## src/rtl/alu_input_loader_if.sv

```systemverilog
// Switch/button inputs and registered ALU-operand outputs of alu_input_loader.
// master: the side driving the board inputs; slave: the loader itself.
interface alu_input_loader_if #(
   parameter int unsigned NB_DATA   = 8,
   parameter int unsigned NB_OPCODE = 6
) ();

   logic [NB_DATA-1:0]   i_sw;
   logic                 i_btn_a;
   logic                 i_btn_b;
   logic                 i_btn_op;
   logic [NB_DATA-1:0]   o_op_1;
   logic [NB_DATA-1:0]   o_op_2;
   logic [NB_OPCODE-1:0] o_opcode;
   logic                 o_update;
   logic                 o_op_err;

   modport master (
      output i_sw, i_btn_a, i_btn_b, i_btn_op,
      input  o_op_1, o_op_2, o_opcode, o_update, o_op_err
   );

   modport slave (
      input  i_sw, i_btn_a, i_btn_b, i_btn_op,
      output o_op_1, o_op_2, o_opcode, o_update, o_op_err
   );

endinterface

```

## src/rtl/alu_input_loader.sv

```systemverilog
// Debounces three push-buttons and latches the switch value into ALU operand A,
// operand B or a validated opcode, pulsing o_update / o_op_err on each press.
module alu_input_loader #(
   parameter int unsigned NB_DATA         = 8,
   parameter int unsigned NB_OPCODE       = 6,
   parameter int unsigned DEBOUNCE_CYCLES = 1000000,
   parameter int unsigned NB_DEB_CNT      = 20
) (
   input  logic              i_clk,
   input  logic              i_rst_n,
   alu_input_loader_if.slave bus
);

   localparam int unsigned NB_CH = 3;
   localparam int unsigned CH_A  = 0;
   localparam int unsigned CH_B  = 1;
   localparam int unsigned CH_OP = 2;

   localparam logic [NB_DEB_CNT-1:0] DEB_LAST = NB_DEB_CNT'(DEBOUNCE_CYCLES - 1);

   localparam logic [NB_OPCODE-1:0] OPC_ADD = NB_OPCODE'(6'b100000);
   localparam logic [NB_OPCODE-1:0] OPC_SUB = NB_OPCODE'(6'b100010);
   localparam logic [NB_OPCODE-1:0] OPC_AND = NB_OPCODE'(6'b100100);
   localparam logic [NB_OPCODE-1:0] OPC_OR  = NB_OPCODE'(6'b100101);
   localparam logic [NB_OPCODE-1:0] OPC_XOR = NB_OPCODE'(6'b100110);
   localparam logic [NB_OPCODE-1:0] OPC_SRA = NB_OPCODE'(6'b000011);
   localparam logic [NB_OPCODE-1:0] OPC_SRL = NB_OPCODE'(6'b000010);
   localparam logic [NB_OPCODE-1:0] OPC_NOR = NB_OPCODE'(6'b100111);

   function automatic logic opcode_valid(input logic [NB_OPCODE-1:0] op);
      case (op)
         OPC_ADD, OPC_SUB, OPC_AND, OPC_OR,
         OPC_XOR, OPC_SRA, OPC_SRL, OPC_NOR: opcode_valid = 1'b1;
         default:                            opcode_valid = 1'b0;
      endcase
   endfunction

   logic [NB_CH-1:0]      btn_raw_c;
   logic [NB_CH-1:0]      sync1_q;
   logic [NB_CH-1:0]      sync2_q;
   logic [NB_CH-1:0]      deb_q;
   logic [NB_CH-1:0]      deb_d;
   logic [NB_CH-1:0]      deb_dly_q;
   logic [NB_CH-1:0]      press_c;
   logic [NB_DEB_CNT-1:0] cnt_q [NB_CH];
   logic [NB_DEB_CNT-1:0] cnt_d [NB_CH];

   logic [NB_DATA-1:0]    op_1_q, op_1_d;
   logic [NB_DATA-1:0]    op_2_q, op_2_d;
   logic [NB_OPCODE-1:0]  opcode_q, opcode_d;
   logic                  update_q, update_d;
   logic                  op_err_q, op_err_d;
   logic [NB_OPCODE-1:0]  sw_opcode_c;

   assign btn_raw_c   = {bus.i_btn_op, bus.i_btn_b, bus.i_btn_a};
   assign sw_opcode_c = bus.i_sw[NB_OPCODE-1:0];
   // A press is the debounced level rising; holding the button adds nothing.
   assign press_c     = deb_q & ~deb_dly_q;

   // Debouncer: the level only follows after DEBOUNCE_CYCLES differing cycles in a row.
   always_comb begin
      deb_d = deb_q;
      cnt_d = cnt_q;
      for (int unsigned ch = 0; ch < NB_CH; ch++) begin
         cnt_d[ch] = '0;
         if (sync2_q[ch] != deb_q[ch]) begin
            if (cnt_q[ch] == DEB_LAST) begin
               deb_d[ch] = sync2_q[ch];
            end else begin
               cnt_d[ch] = cnt_q[ch] + NB_DEB_CNT'(1);
            end
         end
      end
   end

   // Register loads; all pressed channels share the same switch sample.
   always_comb begin
      op_1_d   = op_1_q;
      op_2_d   = op_2_q;
      opcode_d = opcode_q;
      update_d = 1'b0;
      op_err_d = 1'b0;
      if (press_c[CH_A]) begin
         op_1_d   = bus.i_sw;
         update_d = 1'b1;
      end
      if (press_c[CH_B]) begin
         op_2_d   = bus.i_sw;
         update_d = 1'b1;
      end
      if (press_c[CH_OP]) begin
         if (opcode_valid(sw_opcode_c)) begin
            opcode_d = sw_opcode_c;
            update_d = 1'b1;
         end else begin
            op_err_d = 1'b1;
         end
      end
   end

   always_ff @(posedge i_clk or negedge i_rst_n) begin
      if (!i_rst_n) begin
         sync1_q   <= '0;
         sync2_q   <= '0;
         deb_q     <= '0;
         deb_dly_q <= '0;
         for (int unsigned ch = 0; ch < NB_CH; ch++) begin
            cnt_q[ch] <= '0;
         end
         op_1_q    <= '0;
         op_2_q    <= '0;
         opcode_q  <= OPC_ADD;
         update_q  <= 1'b0;
         op_err_q  <= 1'b0;
      end else begin
         sync1_q   <= btn_raw_c;
         sync2_q   <= sync1_q;
         deb_q     <= deb_d;
         deb_dly_q <= deb_q;
         cnt_q     <= cnt_d;
         op_1_q    <= op_1_d;
         op_2_q    <= op_2_d;
         opcode_q  <= opcode_d;
         update_q  <= update_d;
         op_err_q  <= op_err_d;
      end
   end

   assign bus.o_op_1   = op_1_q;
   assign bus.o_op_2   = op_2_q;
   assign bus.o_opcode = opcode_q;
   assign bus.o_update = update_q;
   assign bus.o_op_err = op_err_q;

endmodule
```

## src/flat_wrapper.sv

```systemverilog
// flat-port wrapper written by rule: the top's interface ports become plain ports
module alu_input_loader_flat 
#(
   parameter int unsigned NB_DATA         = 8,
   parameter int unsigned NB_OPCODE       = 6,
   parameter int unsigned DEBOUNCE_CYCLES = 1000000,
   parameter int unsigned NB_DEB_CNT      = 20
)
  (i_clk, i_rst_n, bus_i_sw, bus_i_btn_a, bus_i_btn_b, bus_i_btn_op, bus_o_op_1, bus_o_op_2, bus_o_opcode, bus_o_update, bus_o_op_err);
  alu_input_loader_if #(.NB_DATA(NB_DATA), .NB_OPCODE(NB_OPCODE)) bus_i ();
  input  logic i_clk;
  input  logic i_rst_n;
  input wire logic [$bits(bus_i.i_sw)-1:0] bus_i_sw;
  input wire logic [$bits(bus_i.i_btn_a)-1:0] bus_i_btn_a;
  input wire logic [$bits(bus_i.i_btn_b)-1:0] bus_i_btn_b;
  input wire logic [$bits(bus_i.i_btn_op)-1:0] bus_i_btn_op;
  output wire logic [$bits(bus_i.o_op_1)-1:0] bus_o_op_1;
  output wire logic [$bits(bus_i.o_op_2)-1:0] bus_o_op_2;
  output wire logic [$bits(bus_i.o_opcode)-1:0] bus_o_opcode;
  output wire logic [$bits(bus_i.o_update)-1:0] bus_o_update;
  output wire logic [$bits(bus_i.o_op_err)-1:0] bus_o_op_err;
  assign bus_i.i_sw = bus_i_sw;
  assign bus_i.i_btn_a = bus_i_btn_a;
  assign bus_i.i_btn_b = bus_i_btn_b;
  assign bus_i.i_btn_op = bus_i_btn_op;
  assign bus_o_op_1 = bus_i.o_op_1;
  assign bus_o_op_2 = bus_i.o_op_2;
  assign bus_o_opcode = bus_i.o_opcode;
  assign bus_o_update = bus_i.o_update;
  assign bus_o_op_err = bus_i.o_op_err;
  alu_input_loader #(.NB_DATA(NB_DATA), .NB_OPCODE(NB_OPCODE), .DEBOUNCE_CYCLES(DEBOUNCE_CYCLES), .NB_DEB_CNT(NB_DEB_CNT)) u_core (.i_clk(i_clk), .i_rst_n(i_rst_n), .bus(bus_i));
endmodule
```

## config.mk

```make
export PLATFORM = sky130hd
export DESIGN_NAME = alu_input_loader_flat
export DESIGN_NICKNAME = d
export VERILOG_FILES = /design/src/rtl/alu_input_loader_if.sv /design/src/rtl/alu_input_loader.sv /design/src/flat_wrapper.sv
export SDC_FILE = /design/constraint.sdc
export NUM_CORES = 1
export LEC_CHECK = 0
export CAP_MARGIN = 20
export CELL_PAD_IN_SITES_DETAIL_PLACEMENT = 1
export CELL_PAD_IN_SITES_GLOBAL_PLACEMENT = 1
export CORE_MARGIN = 2
export CORE_UTILIZATION = 45
export DETAILED_ROUTE_END_ITERATION = 7
export MAX_ROUTING_LAYER = met4
export PLACE_DENSITY = 0.8
export SLEW_MARGIN = 10
export SYNTH_ARGS = -nofsm -noshare
export SYNTH_HDL_FRONTEND = slang
export SYNTH_SLANG_ARGS = --single-unit
```

## constraint.sdc

```tcl
create_clock -name i_clk -period 2.8 [get_ports i_clk]
set_input_delay 0.42 -clock i_clk [delete_from_list [all_inputs] [get_ports i_clk]]
set_output_delay 0.42 -clock i_clk [all_outputs]
set_load 0.02 [all_outputs]
```

; After elaboration in Yosys (flattened, before gate mapping)
; Cells that the tools add are included.
[totals]
output_inout_bits = 24
inputBits = 13
n_memories = 0
romBits = 0
regBits = 96
ram_bits = 0
latch_bits = 0
elab_cells = 52
[op_classes]
mux = 14
magnitude_cmp = 0
mul = 0
n_shift = 0
n_bitwise = 2
div_mod_pow = 0
n_reduce_logical = 5
eq_ne = 14
n_addsub = 3
[ops]
columns = operator, count
row1 = two-way mux 20 bit, 6
row2 = "adder 20 x 1 -> 20 bit, second input constant", 3
row3 = "== test 20 bit, second input constant", 3
row4 = "== test 6 bit, second input constant", 6
row5 = "== test 6 x 2 -> 1 bit, second input constant", 2
row6 = two-way mux 1 bit, 8
row7 = AND reduction 2 bit, 4
row8 = OR reduction 8 bit, 1
row9 = AND 3 bit, 1
row10 = inequality test 1 bit, 3
row11 = inverter 3 bit, 1

; Logic depth before layout (Yosys ltp)
[depth]
depth_word = 6
mapped_depth = 6
ltp_nobuf = 5

; Worst setup path before layout
; No wires, ideal clock.
[synth_path]
path_type = register -> register
startpoint = register u_core.cnt_q[35] in the netlist's numbering
endpoint = register u_core.deb_q[1]
stages_incl_launch_ff = 5
path_buffers = 0
t_arrival_ns = 1.864
period_less_slack_ns = 1.989
setup_time_ns = 0.125
setup_slack_ns = 0.811
required_time_ns = 2.675
cell_sequence = dfrtp_1 -> or4b_2 -> or4_1 -> nor2_1 -> mux2_2
[synth_via]
elab_chain_len = 2
[synth_lines]
columns = element, line
row1 = start: declaration, alu_input_loader.sv:45  ; logic [NB_DEB_CNT-1:0] cnt_q [NB_CH];
row2 = start signal: assignment, alu_input_loader.sv:120  ; cnt_q <= cnt_d;
row3 = == test 20 bit, alu_input_loader.sv:67  ; if (cnt_q[ch] == DEB_LAST) begin
row4 = AND reduction 2 bit (no line), n/a
row5 = end signal: assignment, alu_input_loader.sv:105  ; deb_q <= '0;
row6 = end signal: assignment, alu_input_loader.sv:118  ; deb_q <= deb_d;
row7 = end: declaration, alu_input_loader.sv:41  ; logic [NB_CH-1:0] deb_q;
; Every way passes these cells.
; A chain may end at the register's enable or synchronous reset.

==> impl_results.md <==
- GR peak layer: met2
- Initial antenna violation count: 0
- Hold crit path type: input port to asynchronous set/reset pin
- Async S/R FF share, synth: 100%
- Peak supply drop: 242 uV
- Largest net degree at the start of global routing: 59
- Non-Filler Instances: 567
- Internal power: 1.82 mW
- Register area: 2400 sq um
- Sink Count: 96
- Pwr Density: 495 nW/um^2
- Fin Hold WS: 0.0143 ns
- CP max-delay cell: or4b_2
- PostCTS Resize Cnt: 0
- Max clock buf depth: 2
- Crit-path cells: or4b_2, or4_1, o21ai_1, buf_4, nor2_1
- Post-CTS setup buffers: 0
- Slowest stage delay, CP: 0.67 ns
- Die Width: 101 microns
- GR Util met2: 34.3%
- IO Pins: 37
- DR WL/cell: 16.1 microns
- WP data arrival: 2.44 ns
- Layout cells sized above 1: 13.2%
- Endpoints failing hold: 0
- H-tree depth: 3
- Leak: 2.03 nW
- Psw: 639 uW
- Slew Limit Headroom: 64.5%
- Count of final setup violators: 0
- Core area: 9240 sq um
- # rows: 35
- Worst-skew pair later-pin latency: 0.36 ns
- First-pass GRT wire length: 15.9 mm
- Commonest non-fill, non-tap cell in the layout: dfrtp_1
- ANT cells: 0
- RSZ-0062 raised after global routing: no
- GRT Resource Usage Total: 20.1%
- Final nets: 449
- Setup_tns: 0 ns
- Family with the most delay on the worst path: simple AND/OR/NAND/NOR gates
- Synth top area share: 55.7%
- Skew final: 0.00796 ns
- Filler cells: 1010
- Maximum clock frequency: 456 MHz
- Met1 usage: 24.8%
- Post-layout util: 53.8%
- Setup crit start kind: register
- Drt initial violations: 112
- Worst setup EP type: register
- Sequential share of the synthesized area: 56.3%
- Final Slew Violations: 0
- Crit Path Max Fanout: 20
- Syn nets: 410
- Synth area leader: dfrtp_1
- Layout area overhead: 16.4%
- # port buffers: 36
- Final WL: 9.12 mm
- Met3 Use GR: 3.45%
- Synthesized flop and latch total: 96
- Hold buffers post-CTS: 0
- Footprint of the multi-input gates: 1770 sq um
- Vias in the first global route: 3353
- Period minus WS final: 2.19 ns
- Commonest non-fill, non-tap cells in the layout: dfrtp_1 (95), nor2_1 (47), clkdlybuf4s50_1 (35)
- Routability-driven placement congestion ratio: 0.819
- Sequential power share: 58.2%
- Initial core utilization: 46.2%
- Avg Cell Area, Syn: 10.8 sq um
- CTS tree: done
- Critical path buffers and inverters: 1
- Root buffer cell: clkbuf_8
- Tcrit/Tclk final: 78.2%
- Least-Margin Pin Slew: 0.533 ns
- Placed cell count: 551
- Netlist cell types: 38
- Final antenna-violating net count: 0
- Final HPWL DP: 6.34 mm
- Worst-path clk slew: 0.10 ns
- # Max-Cap Violations: 0
- Post-Syn Area: 4270 sq um
- Combinational share of power: 6.2%
- Vias/cell: 5.39
- Power consumption: 2.46 mW
- Critical path class: register to register
- Routed vias: 3058
- Grt ovf: 0
- Die span in y: 101 microns
- Total CTS buffers: 9
- Full die area: 10300 sq um
- 1st-pass router iterations: 6
- Yosys warnings: 0
- Sw Ratio: 25.9%
- Status: completed
- Synth Flop Type: dfrtp_1
- Clock share of power: 35.6%
- Post-synth EDFFs: 0
- Ranking of synthesized cells by area: dfrtp_1 (56%), mux2_2 (6.1%), xnor2_1 (4.3%), nor2_1 (4.1%), xor2_1 (3.5%)
- Mapped Cells: 394
- Required time worst endpoint: 3.05 ns
- DRC: 0
[worst paths after layout]
check / start / endpoint / slack, ns / cells past startpoint
max in group asynchronous: i_rst_n / u_core.bus.o_opcode[5]$_DFFE_PN1P_ / 2.07 / 2
setup / recovery: u_core.cnt_q[35]$_DFF_PN0_ / u_core.cnt_q[22]$_DFF_PN0_ / 0.61 / 5
hold / removal: i_rst_n / u_core.cnt_q[56]$_DFF_PN0_ / 0.01 / 1
hold reg to reg: u_core.sync1_q[1]$_DFF_PN0_ / u_core.sync2_q[1]$_DFF_PN0_ / 0.36 / 0
setup reg to reg: u_core.cnt_q[35]$_DFF_PN0_ / u_core.cnt_q[22]$_DFF_PN0_ / 0.61 / 5
min in group i_clk: u_core.sync1_q[1]$_DFF_PN0_ / u_core.sync2_q[1]$_DFF_PN0_ / 0.36 / 0
[cell usage after synthesis (all sizes together) (3+ instances only)]
master / instances
dfrtp: 95
buf: 6
or2: 3
nor4: 8
and3: 7
o21ai: 13
xor2: 17
a21oi: 19
nand4: 12
xnor2: 21
nor2: 47
or3: 13
mux2: 23
and2: 4
nand3: 24
inv: 10
nor3: 7
or4: 12
nand2b: 4
o31ai: 8
clkbuf: 7
ha: 3
nand2: 18
[per-stage QoR]
| stage | area, sq um | worst slack, ns |
|---|---|---|
| 5_1_grt | 4970 | 0.498 |
| 4_1_cts | 4970 | 0.591 |
| 2_1_floorplan | 4270 | 0.811 |
| 3_5_place_dp | 4780 | 0.481 |
| 3_3_place_gp | 4780 | 0.582 |
| 6_report | 4970 | 0.609 |
[power groups by stage]
| stage | Combinational, mW | Sequential, mW | Clock (mW) |
|---|---|---|---|
| global route | 0.172 | 1.44 | 0.957 |
| detailed placement | 0.156 | 1.46 | 0 |
| CTS | 0.157 | 1.43 | 0.904 |
| floorplan | 0.0456 | 1.47 | 0 |
| finish | 0.152 | 1.43 | 0.877 |
| global placement | 0.152 | 1.46 | 0 |
[cells by family (layout without fill, tap and decap cells)]
logic type | Yosys count | count (layout) | synth area share, %
AOI/OAI and AO/OA | 42 | 42 | 5.54
xor gates and xnor gates | 38 | 38 | 7.79
adders and majority gates | 3 | 3 | 0.879
buffers and inverters | 23 | 67 | 2.31
DFF | 96 | 96 | 56.3
muxes | 23 | 23 | 6.06
and+or+nand+nor | 169 | 169 | 21.1
[layout make-up]
type / count / area share [%]
repair buffers: 41 / 8.20
inverters: 10 / 0.755
multi-input cells: 275 / 35.7
well taps: 129 / 3.25
flip-flops and latches: 96 / 48.3
clock inverters: 7 / 1.28
clock buffers: 9 / 2.49
[metal layers]
metal	share of wire [%]	wire [microns]
met1	45	4090
met2	52	4730
met3	2.5	226
met4	0.77	70
met5	0	0
[registers in the layout, summed over array words and instances (netlist names)]
register,count
u_core.bus.o_update,1
u_core.deb_q,3
u_core.deb_dly_q,3
u_core.bus.o_op_err,1
u_core.sync2_q,3
u_core.bus.o_op_1,8
u_core.sync1_q,3
u_core.cnt_q,60
u_core.bus.o_opcode,6
u_core.bus.o_op_2,8
[worst reg2reg max path, stage by stage (launching register included)]
cell and delay (ns):
dfrtp_1 0.42, or4b_2 0.67, or4_1 0.47, o21ai_1 0.15
buf_4 0.26, nor2_1 0.09
No activity file was read; power rests on OpenSTA's default activity.
